===== src/rtl/regfile_wb_arbiter.sv =====
// Writeback arbiter for a single register-file write port, with a pending-write scoreboard.
// ALU and LSU share the port round-robin; each accepted transfer is registered for one cycle.
module regfile_wb_arbiter #(
  parameter int WIDTH = 32,
  parameter int DEPTH = 32,
  localparam int AW = (DEPTH > 1) ? $clog2(DEPTH) : 1
) (
  input  logic             clk,
  input  logic             reset,
  input  logic             alu_valid,
  input  logic [AW-1:0]    alu_rd,
  input  logic [WIDTH-1:0] alu_data,
  output logic             alu_ready,
  input  logic             lsu_valid,
  input  logic [AW-1:0]    lsu_rd,
  input  logic [WIDTH-1:0] lsu_data,
  output logic             lsu_ready,
  input  logic             issue_valid,
  input  logic [AW-1:0]    issue_rd,
  input  logic [AW-1:0]    rs1,
  input  logic [AW-1:0]    rs2,
  output logic             rs1_busy,
  output logic             rs2_busy,
  output logic             rf_write_en,
  output logic [AW-1:0]    rf_rd,
  output logic [WIDTH-1:0] rf_write_data
);

  typedef enum logic {GRANT_ALU = 1'b0, GRANT_LSU = 1'b1} grant_e;

  grant_e             last_grant_q, last_grant_d;
  logic [DEPTH-1:0]   pending_q, pending_d;
  logic               rf_write_en_q, rf_write_en_d;
  logic [AW-1:0]      rf_rd_q, rf_rd_d;
  logic [WIDTH-1:0]   rf_write_data_q, rf_write_data_d;

  logic               acc_valid;
  logic [AW-1:0]      acc_rd;
  logic [WIDTH-1:0]   acc_data;

  // On a tie, the requester that did not win last time gets the port.
  always_comb begin
    alu_ready = 1'b0;
    lsu_ready = 1'b0;
    if (!reset) begin
      if (alu_valid && (!lsu_valid || last_grant_q == GRANT_LSU)) begin
        alu_ready = 1'b1;
      end else if (lsu_valid) begin
        lsu_ready = 1'b1;
      end
    end
  end

  always_comb begin
    acc_valid = alu_ready | lsu_ready;
    acc_rd    = alu_ready ? alu_rd : lsu_rd;
    acc_data  = alu_ready ? alu_data : lsu_data;
  end

  always_comb begin
    last_grant_d = last_grant_q;
    if (alu_ready) begin
      last_grant_d = GRANT_ALU;
    end else if (lsu_ready) begin
      last_grant_d = GRANT_LSU;
    end
  end

  // Writes to x0 are accepted but never reach the register file.
  always_comb begin
    rf_write_en_d   = acc_valid && (acc_rd != '0);
    rf_rd_d         = rf_rd_q;
    rf_write_data_d = rf_write_data_q;
    if (rf_write_en_d) begin
      rf_rd_d         = acc_rd;
      rf_write_data_d = acc_data;
    end
  end

  // Clear first, then set, so a same-cycle issue to the same rd keeps it pending.
  always_comb begin
    pending_d = pending_q;
    if (acc_valid) begin
      pending_d[acc_rd] = 1'b0;
    end
    if (issue_valid && (issue_rd != '0)) begin
      pending_d[issue_rd] = 1'b1;
    end
    pending_d[0] = 1'b0;
  end

  always_ff @(posedge clk or posedge reset) begin
    if (reset) begin
      last_grant_q    <= GRANT_LSU;
      pending_q       <= '0;
      rf_write_en_q   <= 1'b0;
      rf_rd_q         <= '0;
      rf_write_data_q <= '0;
    end else begin
      last_grant_q    <= last_grant_d;
      pending_q       <= pending_d;
      rf_write_en_q   <= rf_write_en_d;
      rf_rd_q         <= rf_rd_d;
      rf_write_data_q <= rf_write_data_d;
    end
  end

  assign rs1_busy      = pending_q[rs1];
  assign rs2_busy      = pending_q[rs2];
  assign rf_write_en   = rf_write_en_q;
  assign rf_rd         = rf_rd_q;
  assign rf_write_data = rf_write_data_q;

endmodule

===== config.mk =====
export PLATFORM = sky130hd
export DESIGN_NAME = regfile_wb_arbiter
export DESIGN_NICKNAME = d
export VERILOG_FILES = /design/src/rtl/regfile_wb_arbiter.sv
export SDC_FILE = /design/constraint.sdc
export NUM_CORES = 1
export LEC_CHECK = 0
export ABC_AREA = 1
export CAP_MARGIN = 10
export CORE_ASPECT_RATIO = 1.2
export CORE_UTILIZATION = 30
export CTS_BUF_LIST = sky130_fd_sc_hd__clkbuf_4 sky130_fd_sc_hd__clkbuf_8
export CTS_CLUSTER_DIAMETER = 150
export DETAILED_ROUTE_END_ITERATION = 10
export SLEW_MARGIN = 0
export SYNTH_ARGS = -nofsm -noshare
export SYNTH_HDL_FRONTEND = slang
export SYNTH_SLANG_ARGS = --single-unit

===== constraint.sdc =====
create_clock -name clk -period 2.1 [get_ports clk]
set_input_delay 0.21 -clock clk [delete_from_list [all_inputs] [get_ports clk]]
set_output_delay 0.21 -clock clk [all_outputs]
set_load 0.01 [all_outputs]

; ---- Word level (Yosys, flattened, before mapping)
; Cells that the tools add are included.
[totals]
inputBits = 94
output_inout_bits = 42
word_cells = 44
regBits = 70
[op_classes]
bitwise_logic = 4
mux = 19
order_cmp = 6
reduce_logical = 10
[op_table]
columns = op, count
row1 = 32-bit 2-to-1 mux, 3
row2 = 32-bit AND, 1
row3 = 32-bit NOT, 1
row4 = 32-bit OR, 1
row5 = "5-bit by 6-bit less-than comparator with 1-bit output, second input constant", 4
row6 = 1-bit 2-to-1 mux, 11
row7 = 1-bit binary-select mux with 5-bit select, 2
row8 = 1-bit demux with 5-bit select, 2
row9 = "5-bit by 1-bit >= comparator with 1-bit output, second input constant", 2
row10 = 5-bit nonzero test, 2
row11 = 1-bit logical AND, 5
row12 = 5-bit 2-to-1 mux, 1
row13 = 2-bit nonzero test, 1
row14 = 1-bit zero test, 1
row15 = 1-bit logical OR, 1
row16 = 1-bit OR, 1

; ---- Logic depth before layout (Yosys ltp)
; Gate-level depths: netlist of run 1.
[depth]
depth_word = 15
ltp_mapped = 12
ltp_nobuf = 11

; ---- Worst setup path before layout of run 1
; No wires, ideal clock.
[synth_path]
path_kind = input to register
startpoint = in reset
endpoint = reg rf_rd_q[4] (netlist: rf_rd[4])
required_ns = 1.983
arrival_time_ns = 2.154
cell_stages = 10
n_path_buf = 3
setup_time_ns = 0.117
path_slack_ns = -0.171
cell_sequence = inv_2 nand3_2 buf_6 nand2_1 inv_2 o21bai_2 buf_6 buf_6 nand2_1 nand2_1
[synth_between]
elab_chain_len = 4
word_cells_on_any_way = 6
classes_between = 3 x mux / 1 x bitwise / 2 x reduce/logical
[synth_lines]
columns = element, line
row1 = start: declaration, 9  ; input logic reset,
row2 = 1-bit 2-to-1 mux, 45  ; if (!reset) begin
row3 = 5-bit 2-to-1 mux, 56  ; acc_rd = alu_ready ? alu_rd : lsu_rd;
row4 = 5-bit nonzero test, 71  ; rf_write_en_d = acc_valid && (acc_rd != '0);
row5 = 1-bit logical AND, 71
row6 = end signal: assignment, 103  ; rf_rd_q <= rf_rd_d;
row7 = end: declaration, 34  ; logic [AW-1:0] rf_rd_q, rf_rd_d;
; Parallel ways exist; a longest one is shown, timed or not.
; A chain may end at the register's enable or synchronous reset.

; ---- Worst setup path after layout of run 1
[layout_path]
startpoint = in rs2[0]
endpoint = out rs2_busy
[layout_between]
elab_chain_len = 2
[layout_lines]
columns = element, line
row1 = start: declaration, 21  ; input logic [AW-1:0] rs2,
row2 = 1-bit binary-select mux with 5-bit select, 109  ; assign rs2_busy = pending_q[rs2];
row3 = 1-bit 2-to-1 mux (implied by the code), 109
row4 = end: declaration, 23  ; output logic rs2_busy,
; Every way passes these cells. The select of a mux whose other input is x is not followed.

==> results of run 1 <==
## placed cells by master, fill, tap and decap left out, types with 4 or more instances in the layout
| master | instances |
|---|---|
| nand2_1 | 387 |
| clkdlybuf4s50_1 | 131 |
| nand3_1 | 81 |
| dfrtp_1 | 69 |
| inv_1 | 32 |
| buf_4 | 28 |
| nor2_1 | 12 |
| nor3_1 | 10 |
| clkbuf_8 | 10 |
| clkinv_2 | 5 |
| inv_2 | 4 |
| nand4_1 | 4 |
| a21oi_1 | 4 |
| o211ai_1 | 4 |
| buf_12 | 4 |
## critical path, cell delays in order
cell             delay (ns)
clkdlybuf4s50_1        0.51
inv_2                  0.06
buf_12                 0.15
o211ai_1               0.18
nand3_1                0.12
nand3_1                0.11
nand2_1                0.05
nand2_1                0.05
nand2_1                0.05
dlygate4sd2_1          0.27
## cell families (layout without fill, tap and decap cells)
family	Yosys count	after routing	share of synthesized area (%)
AOI/OAI and AO/OA	13	13	1.940
buffers and inverters	64	225	7.015
DFF	70	70	41.82
and+or+nand+nor	503	503	49.22
## how the worst min path moves through the flow
stage | to | cells after the start
floorplan | pending_q[10] | 1
global placement | rf_write_data[31] | 2
detailed placement | rf_write_data[31] | 2
CTS | rf_write_data[17] | 4
global route | rf_write_data[17] | 4
finish | rf_write_data[17] | 4
## per-stage QoR
stage,instance area [µm²],cells,hold WS [ns]
6_report,6102,979,0.3704
5_1_grt,6102,979,0.3753
4_1_cts,6100,979,0.3543
3_5_place_dp,5902,961,0.4602
3_3_place_gp,5902,961,0.4540
2_1_floorplan,4194,650,0.2290
## final cells by class
class | count | share of cell area [%]
Clock buffer | 12 | 2.502
Clock inverter | 4 | 0.3691
Inverter | 40 | 2.543
Multi-Input combinational cell | 516 | 35.27
Sequential cell | 70 | 28.73
Tap cell | 168 | 3.445
Timing Repair Buffer | 169 | 27.15
## state kept, by name, summed over array words and instances (netlist names)
signal / cells
rf_write_en: 1
pending_q: 31
last_grant_q: 1
rf_write_data: 32
rf_rd: 5
## power breakdown
| part | internal, µW | total, µW | switching (µW) |
|---|---|---|---|
| Combinational | 690 | 1390 | 699 |
| Clock | 481 | 961 | 480 |
| Sequential | 1650 | 1900 | 247 |
## layer usage
| layer | global-route usage, % | vias up | wire [µm] |
|---|---|---|---|
| li1 | - | 2329 | - |
| met1 | 21.95 | 2081 | 5604 |
| met2 | 35.07 | 142 | 6916 |
| met3 | 6.250 | 13 | 1032 |
| met4 | 6.889 | 0 | 223 |
| met5 | 0 | - | 0 |
## what timing repair did
action	in CTS	in global routing
cloned	1	0
setup buffers	1	0
gates resized for setup	7	2
hold endpoints to repair	0	0
setup endpoints to repair	3	2
==> flow_summary.ini, run 1 <==
[run_status]
status = finished, final reports clean

[drt]
postRouteAntennaNets = 0
wire_per_inst_um = 14.07
vias = 4565
drc = 0
wl_mm = 13.78
drtIter0Drc = 153
first_pass_iters = 4
vias_per_cell = 4.663

[synth]
synth_seq_cells = 70
synth-seq-area-share_pct = 41.82
synthArstFlopShare_pct = 100.0
synth_fp_nets = 744
synth_top_area_cell = dfrtp_1
ys_warn_count = 0
synthTopCellsByArea = dfrtp_1, nand2_1, nand3_1, inv_1, nor3_1
synth_top_area_share_pct = 41.19
synth_cells = 650
netlist-cell-type-count = 23
synth-main-ff-cell = dfrtp_1
synthTopCellsByCount = nand2_1, nand3_1, dfrtp_1, inv_1, nor2_1
synth_enable_flop_cells = 0
synth_area_mm2 = 0.004192
yosysMostFrequentCell = nand2_1
syn_avg_cell_area_um2 = 6.448

[sta]
setup_viol = 0
rsz0062_at_grt = false
hold_viol = 0
tightest_slew_ns = 0.5738
finClkSkew_ns = 0.005390
fin_tns_setup_ns = 0
period_needed_ns = 1.962
worst_slack_ns = 0.1376
max-slew-margin-rel_pct = 61.60
period_share_pct = 93.45
fmax_mhz = 509.6
drv_slew = 0

[global_routing]
antenna_found_initial = 0
grt_pass1_wl_mm = 22.28
grt_overflow = 0
grt.total_usage_pct = 19.89
grt_max_degree = 40
grt_pass1_vias = 4601

[setup_path]
required_ns = 1.89
critPathMaxFanout = 18
end_kind = primary output
critPathArrivalTime_ns = 1.75
regToRegEndpoint = pending_q[25]
regToRegSetupSlack_ns = 0.29
start_kind = input port
endpoint = rs2_busy
crit_start = rs2[0]
rr_worst_depth = 11
r2r-start = last_grant_q
crit_type = in -> out

[power]
finalPower_uw = 4250
peakVddDrop_v = 0.0002658
p_leak_uw = 0.003155
cellPowerDensity_mw_per_mm2 = 696.5

[die]
die_h_um = 131.5
core_area_mm2 = 0.01341
placementRows = 46
die_area_mm2 = 0.01445
die_x_um = 109.9
start_util_pct = 31.26
ios = 136

[layout]
fillerInstances = 1434
nNetsFinal = 900
regArea_mm2 = 0.001753
layout-drive-gt1-share_pct = 8.385
multiInputGateArea_mm2 = 0.002152
diodes = 0
syn2layout_area_growth_pct = 45.58
fin_util_pct = 45.50

[clocking]
cts_buffers = 9
clock-sinks = 70
cts_root_buffer = clkbuf_8
cts_tree = done
htreeDepth = 3
ctsHoldBuffers = 0
clk_transition_reported_paths_ns = 0.07
clockBufferDepth = 2
clk_latency_ns = 0.34

[placement]
place_congestion = 0.8568
place_ws_ns = -0.1496
dp_hpwl_mm = 10.84
numPortBuffers = 135

[hold_path]
min_path_type = in -> async

[run]
drv_cap = 0
Note: power is estimated with default switching activity, not from simulation.
==> run 2, diff against run 1 <==
--- a/config.mk
+++ b/config.mk
@@ -12,7 +12,6 @@
 export CTS_BUF_LIST = sky130_fd_sc_hd__clkbuf_4 sky130_fd_sc_hd__clkbuf_8
 export CTS_CLUSTER_DIAMETER = 150
 export DETAILED_ROUTE_END_ITERATION = 10
-export SLEW_MARGIN = 0
 export SYNTH_ARGS = -nofsm -noshare
 export SYNTH_HDL_FRONTEND = slang
 export SYNTH_SLANG_ARGS = --single-unit
==> results of run 2 <==
Final layout, timing and power as in run 1 (identical DEF).
==> run 3, diff against run 2 <==
--- a/config.mk
+++ b/config.mk
@@ -12,6 +12,7 @@
 export CTS_BUF_LIST = sky130_fd_sc_hd__clkbuf_4 sky130_fd_sc_hd__clkbuf_8
 export CTS_CLUSTER_DIAMETER = 150
 export DETAILED_ROUTE_END_ITERATION = 10
+export SKIP_CTS_REPAIR_TIMING = 1
 export SYNTH_ARGS = -nofsm -noshare
 export SYNTH_HDL_FRONTEND = slang
 export SYNTH_SLANG_ARGS = --single-unit
==> run 3 against run 2 <==
  * Core utilization fell by 0.075 points
  * Flip-flop and latch count did not move
  * Non-clock buffer count fell by 2
  * Worst hold slack got worse by 0.0089 ns
  * Sequential share of layout area barely moved
  * Fmax rose by 1.9%
  * Total power rose by 0.28%
  * Clock power rose by 0.7%
  * Highest routed layer unchanged
  * Global-route usage fell by 0.12 points
  * Critical path depth fell by 5
  * Register-to-register slack barely moved
  * Clock-buffer cell count did not move
==> flow_summary.ini, run 3 (same netlist as run 1, synthesis figures left out) <==
[layout]
stdcell_area_mm2 = 0.006092
nNetsFinal = 898
final_common_cell = nand2_1
syn2layout_area_growth_pct = 45.34
layout_common_cells = nand2_1, clkdlybuf4s50_1, nand3_1
multiInputGateArea_mm2 = 0.002152
fillerInstances = 1435
regArea_mm2 = 0.001753
largest_reg_flops = 32
diodes = 0
layout-drive-gt1-share_pct = 7.911

[sta]
max-slew-margin-rel_pct = 62.08
period_needed_ns = 1.925
setup_viol = 0
finClkSkew_ns = 0.004775
rsz0062_at_grt = false
hold_viol = 0
tightest_slew_ns = 0.5667
period_share_pct = 91.68
fmax_mhz = 519.4
drv_slew = 0

[setup_path]
end_kind = primary output
start_kind = register
rr_worst_depth = 11
endpoint = lsu_ready
critPathArrivalTime_ns = 1.72
regToRegSetupSlack_ns = 0.30
required_ns = 1.89
r2r-start = last_grant_q
crit_start = last_grant_q
critPathMaxFanout = 5
regToRegEndpoint = pending_q[25]
crit_type = reg -> out

[drt]
drtIter0Drc = 158
wl_met2_mm = 6.901
drc = 0
first_pass_iters = 4
wire_per_inst_um = 14.05
wl_mm = 13.73
highest_layer = met4
postRouteAntennaNets = 0
wl_met1_mm = 5.580
vias = 4563
met3_length_mm = 1.065
vias_per_cell = 4.670

[die]
core_area_mm2 = 0.01341
die_h_um = 131.5
start_util_pct = 31.26
ios = 136
die_x_um = 109.9
placementRows = 46
die_area_mm2 = 0.01445

[placement]
numPortBuffers = 135
place_congestion = 0.8568
dpl_cell_area_mm2 = 0.005902
dp_hpwl_mm = 10.84

[clocking]
cts_tree = done
clock-sinks = 70
clk_latency_ns = 0.34
clockBufferDepth = 2
cts_root_buffer = clkbuf_8
cts_buffers = 9
htreeDepth = 3
clk_transition_reported_paths_ns = 0.07

[global_routing]
grt_pass1_vias = 4585
grt_pass1_wl_mm = 22.16
grt_max_degree = 40
grt_overflow = 0
grt.total_usage_pct = 19.77
antenna_found_initial = 0

[power]
p_leak_uw = 0.003159
finalPower_uw = 4262
peakVddDrop_v = 0.0002682
cellPowerDensity_mw_per_mm2 = 699.5

[run_status]
status = finished, final reports clean

[hold_path]
min_path_type = in -> async

[run]
drv_cap = 0
==> run 3: worst max-delay path, cell delays in order, from the launching register on <==
cell	delay, ns
dfstp_2	0.37
inv_2	0.05
nand2_2	0.07
buf_4	0.15
a21oi_1	0.15
clkdlybuf4s50_1	0.59
==> run 3: report_power, final <==
part / switching (µW) / internal [µW]
logic: 699 / 691
registers: 251 / 1650
clock network: 487 / 481
==> run 3: worst min path at each step <==
stage | slack (ns) | startpoint | to | cells after the start
6_report | 0.36 | reset | rf_write_data[17] | 4
3_3_place_gp | 0.45 | rf_write_data[31] | rf_write_data[31] | 2
4_1_cts | 0.34 | reset | rf_write_data[17] | 4
3_5_place_dp | 0.46 | rf_write_data[31] | rf_write_data[31] | 2
2_1_floorplan | 0.23 | reset | pending_q[10] | 1
5_1_grt | 0.37 | reset | rf_write_data[17] | 4
==> run 3: through the flow <==
step | setup slack (ns) | setup TNS [ns] | hold slack (ns) | utilization [%] | instances
6_report | 0.1747 | 0 | 0.3615 | 45.43 | 977
5_1_grt | 0.09450 | 0 | 0.3706 | 45.43 | 977
4_1_cts | -0.1573 | -0.3313 | 0.3417 | 45.32 | 977
3_5_place_dp | -0.1496 | -0.4642 | 0.4602 | 44.01 | 961
3_3_place_gp | -0.1446 | -0.3273 | 0.4540 | 44.01 | 961
2_1_floorplan | 0.2138 | 0 | 0.2290 | - | 650
==> run 3: cell type report <==
cell class	count	share of cell area, %
multi-input cells	516	35.33
inverters	40	2.506
well taps	168	3.450
repair buffers	167	27.07
clock inverters	4	0.3697
flip-flops and latches	70	28.77
clock buffers	12	2.506
==> run 3: metal layers <==
layer | GRT usage [%] | vias up
li1 | - | 2326
met1 | 21.89 | 2074
met2 | 35.10 | 150
met3 | 6.151 | 13
met4 | 6.222 | 0
met5 | 0 | -
